--- src/rtl/param_write_arbiter.sv ---
// Two-requester parameter write arbiter with round-robin grant, post-write holdoff and shadow copy.
// Optional duplicate-write suppression is enabled with the PARAM_WRITE_DEDUP_EN macro.
module param_write_arbiter #(
    parameter int VALUE_WIDTH    = 16,
    parameter int HOLDOFF_CYCLES = 4
) (
    input  logic                   clk,
    input  logic                   rst_n,
    input  logic                   a_valid,
    input  logic [2:0]             a_addr,
    input  logic [VALUE_WIDTH-1:0] a_value,
    output logic                   a_ready,
    input  logic                   b_valid,
    input  logic [2:0]             b_addr,
    input  logic [VALUE_WIDTH-1:0] b_value,
    output logic                   b_ready,
    output logic                   wr_valid,
    output logic [2:0]             wr_addr,
    output logic [VALUE_WIDTH-1:0] wr_value,
    output logic                   wr_src,
    input  logic                   wr_ready,
    input  logic [2:0]             rd_addr,
    output logic [VALUE_WIDTH-1:0] rd_value,
    output logic [7:0]             drop_count
);
    typedef enum logic [1:0] {
        IDLE  = 2'd0,
        ISSUE = 2'd1,
        HOLD  = 2'd2
    } state_t;

    // The counter is loaded with one less than the holdoff so HOLD lasts exactly HOLDOFF_CYCLES.
    localparam logic [7:0] HOLD_LOAD = (HOLDOFF_CYCLES == 0) ? 8'd0 : 8'(HOLDOFF_CYCLES - 1);

    state_t                 state_r;
    state_t                 state_s;
    logic                   ptr_b_r;
    logic [7:0]             hold_cnt_r;
    logic [VALUE_WIDTH-1:0] shadow_r [8];
    logic                   grant_a_s;
    logic                   grant_b_s;
    logic                   grant_s;
    logic                   dup_s;
    logic                   handshake_s;
    logic [2:0]             sel_addr_s;
    logic [VALUE_WIDTH-1:0] sel_value_s;

    // Grant selection: only in IDLE, pointer breaks ties.
    always_comb begin
        grant_a_s = 1'b0;
        grant_b_s = 1'b0;
        if (state_r == IDLE) begin
            if (a_valid && (!b_valid || !ptr_b_r)) begin
                grant_a_s = 1'b1;
            end else if (b_valid) begin
                grant_b_s = 1'b1;
            end else begin
                grant_a_s = 1'b0;
            end
        end else begin
            grant_b_s = 1'b0;
        end
    end

    assign grant_s     = grant_a_s | grant_b_s;
    assign sel_addr_s  = grant_b_s ? b_addr : a_addr;
    assign sel_value_s = grant_b_s ? b_value : a_value;
    assign handshake_s = (state_r == ISSUE) && wr_ready;
    assign a_ready     = rst_n & grant_a_s;
    assign b_ready     = rst_n & grant_b_s;
    assign rd_value    = shadow_r[rd_addr];

`ifdef PARAM_WRITE_DEDUP_EN
    logic [7:0] shadow_valid_r;
    logic [7:0] drop_count_r;

    assign dup_s      = grant_s && shadow_valid_r[sel_addr_s] && (shadow_r[sel_addr_s] == sel_value_s);
    assign drop_count = drop_count_r;

    // Shadow-valid tracking and saturating count of suppressed duplicates.
    always_ff @(posedge clk) begin
        if (!rst_n) begin
            shadow_valid_r <= 8'd0;
            drop_count_r   <= 8'd0;
        end else begin
            if (handshake_s) begin
                shadow_valid_r[wr_addr] <= 1'b1;
            end
            if (dup_s && (drop_count_r != 8'hFF)) begin
                drop_count_r <= drop_count_r + 8'd1;
            end
        end
    end
`else
    assign dup_s      = 1'b0;
    assign drop_count = 8'd0;
`endif

    // Next-state logic; a suppressed duplicate leaves the FSM in IDLE.
    always_comb begin
        state_s = state_r;
        case (state_r)
            IDLE: begin
                if (grant_s && !dup_s) begin
                    state_s = ISSUE;
                end else begin
                    state_s = IDLE;
                end
            end
            ISSUE: begin
                if (wr_ready) begin
                    state_s = (HOLDOFF_CYCLES == 0) ? IDLE : HOLD;
                end else begin
                    state_s = ISSUE;
                end
            end
            HOLD: begin
                if (hold_cnt_r == 8'd0) begin
                    state_s = IDLE;
                end else begin
                    state_s = HOLD;
                end
            end
            default: state_s = IDLE;
        endcase
    end

    // State register.
    always_ff @(posedge clk) begin
        if (!rst_n) begin
            state_r <= IDLE;
        end else begin
            state_r <= state_s;
        end
    end

    // Write channel, pointer, holdoff counter and shadow bank.
    always_ff @(posedge clk) begin
        if (!rst_n) begin
            wr_valid   <= 1'b0;
            wr_addr    <= 3'd0;
            wr_value   <= '0;
            wr_src     <= 1'b0;
            ptr_b_r    <= 1'b0;
            hold_cnt_r <= 8'd0;
            for (int i = 0; i < 8; i++) begin
                shadow_r[i] <= '0;
            end
        end else begin
            if (grant_s) begin
                ptr_b_r <= grant_a_s;
            end
            if (grant_s && !dup_s) begin
                wr_valid <= 1'b1;
                wr_addr  <= sel_addr_s;
                wr_value <= sel_value_s;
                wr_src   <= grant_b_s;
            end else if (handshake_s) begin
                wr_valid <= 1'b0;
            end
            if (handshake_s) begin
                shadow_r[wr_addr] <= wr_value;
                hold_cnt_r        <= HOLD_LOAD;
            end else if ((state_r == HOLD) && (hold_cnt_r != 8'd0)) begin
                hold_cnt_r <= hold_cnt_r - 8'd1;
            end
        end
    end
endmodule

--- config.mk ---
export PLATFORM = sky130hd
export DESIGN_NAME = param_write_arbiter
export DESIGN_NICKNAME = d
export VERILOG_FILES = /design/src/rtl/param_write_arbiter.sv
export SDC_FILE = /design/constraint.sdc
export NUM_CORES = 1
export LEC_CHECK = 0
export ABC_AREA = 1
export BUFFER_PORTS_ARGS = -buffer_cell sky130_fd_sc_hd__buf_2
export CAP_MARGIN = 20
export CORE_MARGIN = 3
export CORE_UTILIZATION = 60
export DETAILED_ROUTE_END_ITERATION = 8
export HOLD_SLACK_MARGIN = 0.03
export PLACE_DENSITY = 0.82
export SYNTH_ARGS = -nofsm -noshare
export SYNTH_HDL_FRONTEND = slang
export SYNTH_SLANG_ARGS = --single-unit
--- constraint.sdc ---
create_clock -name clk -period 3.7 [get_ports clk]
set_input_delay 0.555 -clock clk [delete_from_list [all_inputs] [get_ports clk]]
set_output_delay 0.555 -clock clk [all_outputs]
set_load 0.05 [all_outputs]
### Yosys cells after proc, flatten, opt, wreduce, memory -nomap -nowiden

Memories as Yosys holds them, arrays and structs flattened.
Cells that the tools add are included.

| storage, ports and cells | value |
|---|---|
| RAM bits | 128 |
| bits in registers | 32 |
| word-level logic and storage cells | 51 |
| output and inout bits | 47 |
| memories kept | 1 |

| cells by class | value |
|---|---|
| $add $sub $neg | 1 |
| reductions and logical operators | 13 |
| bitwise gates (word level) | 4 |
| muxes and demuxes | 22 |
| eq/ne operators | 2 |

Memories:

| memory | depth | bits a word | rd ports | clocked after Yosys merged registers in | write ports | line | text |
|---|---|---|---|---|---|---|---|
| shadow_r | 8 | 16 | 1 | 0 | 8 | 39 | `logic [VALUE_WIDTH-1:0] shadow_r [8];` |

Operator list:

| kind | count |
|---|---|
| two-way mux 16 bit | 2 |
| OR reduction 16 bit | 1 |
| two-way mux 1 bit | 13 |
| logical NOT 8 bit | 1 |
| two-way mux 2 bit | 4 |
| nonzero test 8 bit | 1 |
| subtractor 8 x 1 -> 8 bit, second input constant | 1 |
| two-way mux 3 bit | 2 |
| case mux 2 bit (3 select lines) | 1 |
| nonzero test 2 bit | 2 |
| logical AND 1 bit | 3 |
| bitwise AND 1 bit | 2 |
| == test 2 x 1 -> 1 bit, second input constant | 1 |
| == test 2 bit, second input constant | 1 |
| logical NOT 1 bit | 2 |
| logical NOT 2 bit | 1 |
| OR reduction 2 bit | 1 |
| logical OR 1 bit | 1 |
| inverter 1 bit | 1 |
| bitwise OR 1 bit | 1 |

### Depth between registers and ports, before layout

Gate-level depths: netlist of run 1.

| logic depth | value |
|---|---|
| word-level depth | 8 |
| gate-level depth with buffers | 9 |
| gate-level depth less buffers | 9 |

### Least setup slack after synthesis of run 1

Ideal clock, no wire load.

| timing | value |
|---|---|
| path type | input to output |
| from | in rd_addr[1] |
| to | out rd_value[5] |
| arrival | 1663 ps |
| setup slack | 1482 ps |
| required time | 3145 ps |
| stages | 6 |
| path through | clkbuf_1 -> clkbuf_1 -> o21ai_0 -> o21ai_0 -> nand2_1 -> nand2_1 |

| on the way | value |
|---|---|
| longest elaborated chain between the ends | 1 |

Ends and longest elaborated chain:

| what | line | text |
|---|---|---|
| start, declared | 22 | `input logic [2:0] rd_addr,` |
| memory (8 x 16 bit) | n/a |  |
| end, declared | 23 | `output logic [VALUE_WIDTH-1:0] rd_value,` |

Every way passes these cells.

### Worst setup path in the final report of run 1

| timing | value |
|---|---|
| from | in rd_addr[0] |
| to | out rd_value[4] |

Same word-level chain as after synthesis.

==> results.toml, run 1 <==
[yosys]
ys_top_cells_by_area = "edfxtp_1 (52%), nor2_1 (12%), dfxtp_1 (8.7%), o21ai_0 (5.8%), nand2_1 (4.7%)"
yosys_warnings = 0
synth_top_family_by_area = "simple AND/OR/NAND/NOR gates"
yosys-mux-area-fraction = 0
ys_ff_latch = 160
synth_xor_area_frac = 0.00357
synth_cell_types = 26
synthSimpleGateAreaFrac = 0.235
synth_top_area_cell = "edfxtp_1"
synthAdderAreaFrac = 0.00340
ys_seq_area_frac = 0.610
synth_area_sq_um = 7350
syn-mean-instance-area_sq_um = 9.25
synth_cells = 795
synth.top_cell.area_share = 0.523
synth_compound_area_frac = 0.0902

[drt]
wl_per_cell_microns = 18.5
dr.pass1.iters = 6
ant_nets = 0
vias_per_cell = 6.01
drcViolationCount = 0
wl_mm = 18.7
drt-initial-drc-count = 857
vias = 6103

[min_path]
hold_class = "in2reg"

[cts]
ctsRootBufferMaster = "clkbuf_16"
clk_pin_slew_ps = 60
ctsResizeCount = 0
htree_levels = 4
cts.sink_count = 160
clk_path_buf_depth = 2
hold_buffers = 0
clock_latency_ps = 430
cts_tree = "done"
post_cts_buffers = 0
cts_made_buffers = 17

[placed_design]
dp_worst_setup_slack_ps = 912
globalplace.congestion = 0.859
place_inst = 983
placed_cell_area_sq_um = 7780
port_buffers = 84
hpwl_mm = 11.8

[die]
rows = 39
pin_count = 93
core_area_sq_um = 11700
dieArea_sq_um = 13600
die_w_microns = 117
start_util = 0.628
die_h_microns = 117

[layout]
fin_area_sq_um = 8390
final_nets = 907
fin_cells = 1015
final_common_cell = "nor2_1"
area.growth.synth_to_final_pct = 14.1
n_antenna_cell = 0
layout_common_cells = "nor2_1 (238), edfxtp_1 (128), nand2_1 (92), o21ai_0 (85), buf_2 (84)"
drive_gt1_frac = 0.164

[power_and_ir_drop]
p_total_mw = 4.49
irDropWorstVdd_uv = 380
powerDensity_nw_per_um2 = 535
p_leak_nw = 3.28

[timing]
fin_crit_sh = 0.779
fmax_mhz = 347
finalSetupViolCount = 0
final.setup.tns_ps = 0
hold_viol = 0
layout_setup_ws_ps = 817
clock_skew_ps = 7.08
max_slew_margin = 0.393
slew_viol_final = 0
rsz0062_at_grt = "false"
worst_slew_pin_slew_ps = 908
min_period_ps = 2880

[grt]
track_usage = 0.285
grt_max_degree = 65
grt_pass1_vias = 5764
grt_pass1_wl_mm = 29.2
grt-ovfl-total = 0
antenna_found_initial = 0

[setup_path]
crit_path_end = "rd_value[4]"
critPathLaunch = "rd_addr[0]"
ff2ff_path_depth = 4
worstPathRequired_ps = 3140
critical_path_arrival_ps = 2330
r2r_start = "state_r[0]"
r2r_setup_slack_ps = 1370
start_kind = "input pin"
r2r-end = "shadow_r[4][9]"
critical_path.max_fanout = 40
worstSetupEndpointType = "primary output"
path_class = "in2out"

[status]
outcome = "finished, final reports clean"

[run]
cap_violations = 0
worst min-delay path by stage:
stage / cells after the start / end / startpoint / slack, ps
floorplan: 1 / ptr_b_r / ptr_b_r / 470
global placement: 2 / wr_src / wr_src / 450
detailed placement: 2 / wr_src / wr_src / 480
CTS: 3 / wr_value[15] / b_value[15] / 410
global route: 3 / wr_value[0] / b_value[0] / 430
finish: 3 / wr_value[15] / b_value[15] / 420
routing by layer:
layer	global-route usage	wire length (microns)
met3	0.0679	1990
met4	0.131	595
met2	0.449	8890
met1	0.377	7270
met5	0	0
state kept, by name, summed over array words and instances (netlist names):
signal	flops
hold_cnt_r	8
ptr_b_r	1
shadow_r	128
state_r	2
wr_addr	3
wr_src	1
wr_valid	1
wr_value	16
cell type report:
cell class,count,area (sq um)
Inverter,34,128
Tap cell,143,179
Timing Repair Buffer,96,510
Clock inverter,11,96.3
Clock buffer,21,514
Multi-Input combinational cell,550,2480
Sequential cell,160,4480
Fill cell,861,3320
critical path, stage by stage:
cell and delay [ps]:
buf_2 360, buf_4 460, nor2_1 90, nor2_1 150, o21ai_0 120, o21ai_0 90
nand2_1 70, nand2_1 120, buf_2 290
cells by family after synthesis:
logic type | count (synthesis)
AOI/OAI and AO/OA | 127
xor gates and xnor gates | 3
adders and majority gates | 2
buffers and inverters | 92
DFF | 160
other | 1
and+or+nand+nor | 410
power breakdown:
group | switching [mW] | internal, mW
registers | 0.0547 | 2.02
clock network | 0.702 | 1.06
logic | 0.496 | 0.153
total | 1.25 | 3.24
cell usage after synthesis, drive strengths merged:
| master | count |
|---|---|
| xnor2 | 2 |
| clkbuf | 22 |
| edfxtp | 128 |
| nor3 | 1 |
| ha | 2 |
| buf | 36 |
| xor2 | 1 |
| conb | 1 |
| nor2 | 241 |
| o21ai | 99 |
| nand4 | 39 |
| nand2 | 101 |
| nand3b | 1 |
| a31o | 1 |
| a31oi | 19 |
| a21oi | 8 |
| inv | 34 |
| nand3 | 26 |
| nor3b | 1 |
| dfxtp | 32 |
metrics by stage:
step | util | hold slack [ps]
after floorplan | - | 467
after global placement | 0.664 | 449
after detailed placement | 0.664 | 485
after CTS | 0.716 | 411
after global routing | 0.716 | 432
final | 0.716 | 419
Power figures use the tool's default switching activity.
==> run 2: changes to the inputs <==
--- a/config.mk
+++ b/config.mk
@@ -9,10 +9,10 @@
 export BUFFER_PORTS_ARGS = -buffer_cell sky130_fd_sc_hd__buf_2
 export CAP_MARGIN = 20
 export CORE_MARGIN = 3
-export CORE_UTILIZATION = 60
+export CORE_UTILIZATION = 58
 export DETAILED_ROUTE_END_ITERATION = 8
 export HOLD_SLACK_MARGIN = 0.03
-export PLACE_DENSITY = 0.82
+export PLACE_DENSITY = 0.8
 export SYNTH_ARGS = -nofsm -noshare
 export SYNTH_HDL_FRONTEND = slang
 export SYNTH_SLANG_ARGS = --single-unit
==> constraint.sdc (replaced) <==
create_clock -name clk -period 2.7 [get_ports clk]
set_input_delay 0.405 -clock clk [delete_from_list [all_inputs] [get_ports clk]]
set_output_delay 0.405 -clock clk [all_outputs]
set_load 0.05 [all_outputs]
==> results.toml, run 2 (synthesis gave the netlist of run 1 again) <==
[power_and_ir_drop]
power.share.sequential = 0.458
combPwrFrac = 0.147
power.internal_mw = 4.47
powerDensity_nw_per_um2 = 734
sw_frac_of_total = 0.280
p_sw_mw = 1.74
irDropWorstVdd_uv = 448
p_leak_nw = 3.29
clock_power_share = 0.395

[drt]
drt-initial-drc-count = 647
vias_per_cell = 5.81
ant_nets = 0
wl_per_cell_microns = 17.9
drcViolationCount = 0
vias = 6055
wl_mm = 18.6
dr.pass1.iters = 5

[die]
core_area_sq_um = 12200
die_w_microns = 119
start_util = 0.602
die_h_microns = 119
dieArea_sq_um = 14100
pin_count = 93
rows = 40

[grt]
grt_max_degree = 65
grt-ovfl-total = 0
grt_pass1_wl_mm = 30.0
track_usage = 0.271
grt_pass1_vias = 6040
antenna_found_initial = 0

[setup_path]
path_class = "in2out"
critical_path.max_fanout = 31
cpPeakStageDelay_ps = 430
cp_slowest_cell = "buf_2"
path_cells = "buf_2, buf_4, nor2_1, o21ai_0, o21ai_1, nand2_1, nand2_1, buf_2"
worstPathRequired_ps = 2300
critical_path_arrival_ps = 1870
worstSetupEndpointType = "primary output"
start_kind = "input pin"

[timing]
max_slew_margin = 0.464
slew_viol_final = 0
final.setup.tns_ps = 0
finalSetupViolCount = 0
rsz0062_at_grt = "false"
hold_viol = 0
min_period_ps = 2270
clock_skew_ps = 10.3
fmax_mhz = 441
worst_slew_pin_slew_ps = 802
fin_crit_sh = 0.841

[cts]
hold_buffers = 0
ctsRootBufferMaster = "clkbuf_16"
ctsResizeCount = 0
clock_latency_ps = 430
clk_pin_slew_ps = 60
htree_levels = 4
clk_path_buf_depth = 2
cts_made_buffers = 17
post_cts_buffers = 0
cts_tree = "done"
cts.sink_count = 160

[layout]
seq_area_sq_um = 4480
drive_gt1_frac = 0.165
final_nets = 910
top_register = "shadow_r"
fillCellCount = 933
utilization = 0.692
fin_area_sq_um = 8450
area.growth.synth_to_final_pct = 15.0
multi_input_area_sq_um = 2480
final_common_cell = "nor2_1"
largest_register_ffs = 128
layout_common_cells = "nor2_1 (238), edfxtp_1 (128), nand2_1 (92), o21ai_0 (85), buf_2 (84)"
n_antenna_cell = 0
top_regs = "shadow_r (128), wr_value (16), hold_cnt_r (8)"

[placed_design]
placed_cell_area_sq_um = 7850
hpwl_mm = 12.8
port_buffers = 84
globalplace.congestion = 0.854

[status]
outcome = "finished, final reports clean"

[run]
cap_violations = 0

[min_path]
hold_class = "in2reg"
-- run 2: cell types whose count changed in the layout (fill, tap and decap cells not counted), sizes merged --
cell      delta
buf          +3
inv          -3
clkbuf       -2
clkinv       +2
bufinv       +2
clkinvlp     +1
-- run 2: worst max-delay path: cells and delay by family --
kind            cells  cell delay (ps)
compound gates      2              300
buf+inv             3              930
simple gates        3              200
-- run 2: per-stage QoR --
| step | total power, mW | setup WS [ps] | cells | hold slack, ps |
|---|---|---|---|---|
| global placement | 3.76 | 509 | 1011 | 450 |
| CTS | 6.20 | 472 | 1043 | 264 |
| floorplan | 3.54 | 640 | 802 | 467 |
| global route | 6.38 | 296 | 1043 | 278 |
| detailed placement | 3.79 | 472 | 1011 | 465 |
| finish | 6.20 | 430 | 1043 | 271 |
-- run 2: worst paths after layout --
path                           to  slack, ps  cells past startpoint        from
hold reg to reg            wr_src        480                      2      wr_src
hold / removal        wr_value[3]        270                      3  b_value[3]
setup reg to reg  shadow_r[7][11]        520                      5  state_r[1]
setup / recovery      rd_value[7]        430                      8  rd_addr[1]
-- run 2: final cells by class --
class / instances / area share
Clock buffer: 19 / 0.0524
Timing Repair Buffer: 99 / 0.0645
Clock inverter: 13 / 0.0195
Multi-Input combinational cell: 550 / 0.293
Sequential cell: 160 / 0.530
Inverter: 34 / 0.0151
Tap cell: 168 / 0.0249
-- run 2: power groups by stage --
stage / clock [mW] / combinational (mW) / sequential [mW]
floorplan: 0 / 0.555 / 2.98
global placement: 0 / 0.880 / 2.88
finish: 2.45 / 0.911 / 2.84
global route: 2.55 / 0.984 / 2.85
detailed placement: 0 / 0.900 / 2.89
CTS: 2.45 / 0.904 / 2.84
-- run 2: layer usage --
metal	part of all wire	wire, microns	vias up	track usage
li1	-	-	2826	-
met1	0.39	7310	2845	0.330
met2	0.49	9200	331	0.465
met3	0.081	1520	53	0.0569
met4	0.031	584	0	0.122
met5	0	0	-	0
